--- src/rtl/count_fsm_param.sv ---
// Parametrised up/down counter with direction FSM, wrap/saturate limits and a wrap pulse.
// Optional sticky overflow flag (Clear_ovf/Overflow) under macro COUNT_FSM_STICKY_OVF_EN.
module count_fsm_param #(
  parameter int unsigned WIDTH     = 4,
  parameter int unsigned MAX_COUNT = 15,
  parameter int unsigned MODE      = 0
) (
  input  logic             Clk,
  input  logic             Reset,
  input  logic             Enable,
  input  logic             Count_up,
  input  logic             Load,
  input  logic [WIDTH-1:0] Load_val,
`ifdef COUNT_FSM_STICKY_OVF_EN
  input  logic             Clear_ovf,
  output logic             Overflow,
`endif
  output logic [WIDTH-1:0] Count,
  output logic [1:0]       State,
  output logic             Terminal,
  output logic             Wrapped
);

  typedef enum logic [1:0] {
    IDLE = 2'd0,
    UP   = 2'd1,
    DOWN = 2'd2,
    HALT = 2'd3
  } state_t;

  localparam logic [WIDTH-1:0] MAX_V = WIDTH'(MAX_COUNT);
  localparam bit               SAT   = (MODE == 1);

  if (WIDTH < 2 || MAX_COUNT < 1 || (MAX_COUNT >> WIDTH) != 0 || MODE > 1) begin : g_bad_param
    $error("count_fsm_param: illegal WIDTH/MAX_COUNT/MODE combination");
  end

  state_t           state_q;
  logic             at_limit_c;
  logic [WIDTH-1:0] step_c;
  logic [WIDTH-1:0] wrap_c;
  state_t           dir_c;

  // Limit is judged against the requested direction, so it doubles as Terminal.
  assign at_limit_c = Count_up ? (Count == MAX_V) : (Count == '0);
  assign step_c     = Count_up ? (Count + WIDTH'(1)) : (Count - WIDTH'(1));
  assign wrap_c     = Count_up ? '0 : MAX_V;
  assign dir_c      = Count_up ? UP : DOWN;

  assign Terminal = at_limit_c;
  assign State    = state_q;

  // Every state steps the same way once enabled: IDLE/HALT enter the direction
  // state on the stepping edge, UP/DOWN flip direction without a dead cycle,
  // and HALT simply re-enters HALT while the direction still points into the limit.
  always_ff @(posedge Clk or posedge Reset) begin
    if (Reset) begin
      Count   <= '0;
      state_q <= IDLE;
      Wrapped <= 1'b0;
    end else if (Load) begin
      Count   <= (Load_val > MAX_V) ? MAX_V : Load_val;
      state_q <= IDLE;
      Wrapped <= 1'b0;
    end else if (!Enable) begin
      Wrapped <= 1'b0;
    end else if (!at_limit_c) begin
      Count   <= step_c;
      state_q <= dir_c;
      Wrapped <= 1'b0;
    end else if (SAT) begin
      state_q <= HALT;
      Wrapped <= 1'b0;
    end else begin
      Count   <= wrap_c;
      state_q <= dir_c;
      Wrapped <= 1'b1;
    end
  end

`ifdef COUNT_FSM_STICKY_OVF_EN
  logic ovf_set_c;

  // A wrap, or the first edge that lands in HALT; set beats clear.
  assign ovf_set_c = !Load && Enable && at_limit_c && (!SAT || (state_q != HALT));

  always_ff @(posedge Clk or posedge Reset) begin
    if (Reset) begin
      Overflow <= 1'b0;
    end else if (ovf_set_c) begin
      Overflow <= 1'b1;
    end else if (Clear_ovf) begin
      Overflow <= 1'b0;
    end
  end
`endif

endmodule

--- config.mk ---
export PLATFORM = sky130hd
export DESIGN_NAME = count_fsm_param
export DESIGN_NICKNAME = d
export VERILOG_FILES = /design/src/rtl/count_fsm_param.sv
export SDC_FILE = /design/constraint.sdc
export NUM_CORES = 1
export LEC_CHECK = 0
export BUFFER_PORTS_ARGS = -buffer_cell sky130_fd_sc_hd__buf_2
export CAP_MARGIN = 40
export CORE_AREA = 2 2 39 41
export CTS_BUF_LIST = sky130_fd_sc_hd__clkbuf_16
export DETAILED_ROUTE_END_ITERATION = 10
export DIE_AREA = 0 0 41 43
export PLACE_DENSITY_LB_ADDON = 0.05
export SLEW_MARGIN = 40
export SYNTH_ARGS = -nofsm -noshare
export SYNTH_HDL_FRONTEND = slang
export SYNTH_SLANG_ARGS = --single-unit
export TNS_END_PERCENT = 20
--- constraint.sdc ---
create_clock -name Clk -period 1.9 [get_ports Clk]
set_input_delay 0.38 -clock Clk [delete_from_list [all_inputs] [get_ports Clk]]
set_output_delay 0.38 -clock Clk [all_outputs]
set_load 0.01 [all_outputs]
-- Word level (Yosys, flattened, before mapping)
Cells that the tools add are included.
- register bits after elaboration: 7
- bits in latches: 0
- memory bits (writable): 0
- bits in read-only memories: 0
- bits of input ports: 9
- memories kept: 0
- $add $sub $neg: 2
- $mul: 0
- div/mod/pow operators: 0
- order comparisons: 1
- equality and inequality tests: 1
- shift-type cells: 0
- mux-type cells: 13
- bitwise gates (word level): 0
- reductions and logical operators: 2
- operators by type and width (operator ; count):
    $mux 4 ; 6
    $mux 2 ; 3
    $add 4x1->4 const B ; 1
    $eq 4x4->1 const B ; 1
    $gt 4x4->1 const B ; 1
    $logic_not 4->1 ; 1
    $mux 1 ; 4
    $sub 4x1->4 const B ; 1
    $reduce_bool 2->1 ; 1

-- Depth between registers and ports, before layout
- word-level depth: 5
- depth in mapped cells: 6

-- Worst setup path before layout
No wires, ideal clock.
- kind: register to register
- start point: register Count[0]
- end point: register Count[2]
- setup time: 0.095 ns
- arrival: 1.333 ns
- required time: 1.805 ns
- slack: 0.471 ns
- stages on the path, launching flop included: 5
- path buffers: 0
- period minus slack after synthesis: 1.429 ns
- path through: dfrtp_1 > fa_1 > xor2_1 > a21oi_1 > o31ai_1
- word-level cells in the longest chain between the ends: 5
- elaborated cells between the ends (all ways): 9
- classes of those cells: 2 x add/sub; 1 x eq/ne; 5 x mux; 1 x reduce/logical
- RTL lines (item ; line ; source):
    start: declaration ; 18 ; output logic [WIDTH-1:0] Count,
    start signal: assignment ; 62 ; Count <= (Load_val > MAX_V) ? MAX_V : Load_val;
    start signal: assignment ; 68 ; Count <= step_c;
    start signal: assignment ; 75 ; Count <= wrap_c;
    $sub 4x1->4, or another cell as far along ; 46 ; assign step_c = Count_up ? (Count + WIDTH'(1)) : (Count - WIDTH'(1));
    $mux 4 / $mux 1 (equally long branches) ; 46, 45 ;
    $mux 4 (*) ; 67 ; end else if (!at_limit_c) begin
    $mux 4 (*) ; 65 ; end else if (!Enable) begin
    $mux 4 (*) ; 61 ; end else if (Load) begin
Every way passes the cells marked *; elsewhere a longest branch is shown, timed or not. The select of a mux whose other input is x is not followed.
A chain may end at the register's enable or synchronous reset.

-- Worst setup path after layout
- start point: register Count[1]
- end point: output port Terminal
- word-level cells in the longest chain between the ends: 2
- elaborated cells between the ends (all ways): 3
- classes of those cells: 1 x eq/ne; 1 x mux; 1 x reduce/logical
- RTL lines (item ; line ; source):
    $eq 4x4->1 / $logic_not 4->1 (equally long branches) ; 45 ; assign at_limit_c = Count_up ? (Count == MAX_V) : (Count == '0);
    $mux 1 (*) ; 45 ;
    end: declaration ; 20 ; output logic Terminal,
Every way passes the cells marked *; elsewhere a longest branch is shown, timed or not.

==> flow_summary.toml <==
[job]
reported_max_cap_violation_count = 0

[clock_network]
postCtsSetupRepairBufs = 0
h-tree-depth = 1
numCtsBuffers = 3
cts_tree = "done"
clk-insertion-delay-late_ns = 0.23
clkSinkCount = 7
worst_setup_hold_path_clk_slew_ns = 0.03
cts.root.buffer_cell = "clkbuf_16"
postCtsHoldBufs = 0
postCtsResizedCells = 0
clock_tree_buffer_depth = 2

[die]
fp.dieArea_mm2 = 0.001763
row_count = 14
die-height_um = 43
initial_utilization = 0.3282
core_area_mm2 = 0.001384
die-width_um = 41
pin_count = 17

[critical_path]
worstPathBufferInverterCount = 1
levels_on_crit_path = 3
setup.worst_path.end_class = "primary output"
required_ns = 1.52
worstSetupStartpointType = "flip-flop"
critPathKind = "reg -> out"
worst_ep_arrival_time_ns = 1.37
worst-path-max-fanout = 6
worstRegToRegCells = 5
r2r_start = "Count[2]"
slowest_stage = "dfrtp_1"
critical_path.cell_chain = "or2_4 > o41ai_2 > buf_2"
cp_top_family = "flip-flops"
setup.reg_to_reg.worst_slack_ns = 0.36
cp_slowest_stage_delay_ns = 0.43
timing.rr.end = "Count[3]"

[timing]
tightest_slew_ns = 0.3448
min_period_over_period = 0.9192
min_period_ns = 1.746
grt_setup_unrepaired = "false"
final_max_slew_viol_count = 0
timing.slew.headroom = 0.7701
finalSetupTns_ns = 0
finalHoldViolCount = 0
fmaxAchievable_mhz = 572.6
timing.clock.skew_ns = 0.0007978
endpoints_failing_setup = 0
postLayoutSetupSlackWorst_ns = 0.1536

[cells_and_area]
multiInputGateArea_um2 = 262.8
finalNetCount = 76
area_delta_synth_final_pct = 37.47
layout_cell_share_with_drive_strength_beyond_1 = 0.3651
layout.area.seq_um2 = 175.2
fin_cells = 79
final_core_util = 0.4512
antenna_cells = 0
final.fill_count = 150

[route]
via_count = 386
drt_pass1_iterations = 2
postRouteWirelength_um = 892
drt_drc_violations_left = 0
detail_route.wl_per_cell_um = 11.29
initialDrtViolationCount = 2
viasPerCell = 4.886
drtAntennaViolNets = 0

[yosys]
synth-seq-cells = 7
synth.yosys.seq_area_share = 0.3857
ys_types = 23
synthesis.instances = 45
syn_area_um2 = 454.2
synth_area_per_cell_um2 = 10.09
synthesis.nets = 57
ys_warn_count = 0

[grt]
grt.total_usage = 0.1274
global_route.overflow_total = 0
number_of_global_route_vias_before_repair = 384
grt_max_degree = 12
grt_antenna_before_repair = 0
grt_pass1_wl_um = 1469

[power_and_ir_drop]
powerDensity_mw_per_mm2 = 1054
p_leak_uw = 0.0003244
ir_drop_uv = 577.3
p_sw_frac = 0.2460
power_frac_clock = 0.525
part_of_the_total_power_dissipated_in_combinational_logic = 0.188
netSwitchingPower_uw = 161.9
intPower_uw = 496.3
sequentialPowerShare = 0.287

[run_status]
status = "finished, final reports clean"

[placement]
buffer_ports.inserted = 16
pre_cts_worst_setup_slack_ns = 0.1139
place.gp.congestion = 0.6683
place_hpwl_um = 749.5
placed_cells_incl_taps = 75

[worst_hold_path]
worstHoldPathType = "in -> async"
## how the worst max path moves through the flow
stage	from	end
after detailed placement	Count_up	Count[3]
final	Count[1]	Terminal
after global placement	Count_up	Count[3]
after floorplan	Count[0]	Count[2]
after CTS	Count[1]	Terminal
after global routing	Count[1]	Terminal
## kinds of logic after synthesis
| kind of cell | synth area share |
|---|---|
| XOR/XNOR | 0.05786 |
| buffers and inverters | 0.03580 |
| flip-flops | 0.3857 |
| AND/OR/NAND/NOR | 0.1625 |
| multiplexers | 0.02204 |
| AO/OA/AOI/OAI | 0.2369 |
| adder cells (fa/ha/maj) | 0.09917 |
## power groups by stage
stage	Combinational [uW]	Clock [uW]	Sequential, uW
2_1_floorplan	78.9	0	195
5_1_grt	143	362	192
3_3_place_gp	127	0	192
6_report	124	345	189
4_1_cts	127	352	190
3_5_place_dp	126	0	192
## layer usage
layer / vias up / GRT usage / share of wire
met3: 0 / 0.07853 / 0.071
met4: 0 / 0.02000 / 0
met2: 10 / 0.1906 / 0.49
li1: 196 / - / -
met1: 180 / 0.1546 / 0.44
met5: - / 0 / 0
## placed cells by master (no fill, tap or decap)
| cell | instances |
|---|---|
| buf_2 | 16 |
| dfrtp_1 | 7 |
| nor2_1 | 5 |
| nand2_1 | 4 |
| nand3_1 | 3 |
| a21oi_1 | 3 |
| o31ai_1 | 3 |
| inv_1 | 3 |
| clkbuf_16 | 3 |
| xor2_1 | 2 |
| ha_1 | 2 |
| a211oi_1 | 1 |
| a21o_1 | 1 |
| and3_2 | 1 |
| or2_4 | 1 |
| o41ai_4 | 1 |
| a31oi_1 | 1 |
| o41ai_2 | 1 |
| and3b_1 | 1 |
| mux2i_1 | 1 |
| xnor2_1 | 1 |
| o21ai_0 | 1 |
| fa_1 | 1 |
## cells in the mapped netlist (all sizes together)
cell type / number / area (um^2)
xor2: 2 / 17.52
a21oi: 3 / 15.01
o31ai: 3 / 22.52
nand2: 4 / 15.01
a211oi: 1 / 7.510
buf: 1 / 5.000
clkbuf: 1 / 3.750
and3: 1 / 7.510
mux2i: 1 / 10.01
o21ai: 1 / 5.000
ha: 2 / 25.02
nand3: 3 / 15.01
and3b: 1 / 8.760
a21o: 1 / 7.510
xnor2: 1 / 8.760
a31oi: 1 / 6.260
dfrtp: 7 / 175.2
inv: 2 / 7.510
nor2: 5 / 18.77
or2: 1 / 8.760
fa: 1 / 20.02
o41ai: 2 / 43.80
## worst reg2reg max path, delay by kind of cell (launching register included)
kind                     cells  cell delay, ns
AO/OA/AOI/OAI                4            0.63
flip-flops                   1            0.45
adder cells (fa/ha/maj)      1            0.36
## layout make-up
cell class              instances  area share
clock buffers                   3      0.1202
well taps                      16     0.03206
clock inverters                 1    0.006012
inverters                       2     0.01202
flip-flops and latches          7      0.2806
repair buffers                 16      0.1283
multi-input cells              34      0.4208
## sequential cells by signal, summed over array words and instances (netlist names)
register	cells
Count	4
Wrapped	1
State	2
## metrics by stage
step                      power (uW)  instance area, um^2  hold slack, ns
after detailed placement       317.8                545.5          0.3173
after global routing           697.5                624.3         0.09948
after global placement         318.5                545.5          0.3201
after floorplan                273.5                454.2          0.1834
final                          658.3                624.3         0.07017
after CTS                      668.4                624.3         0.07791
(Power assumes the default switching activity.)
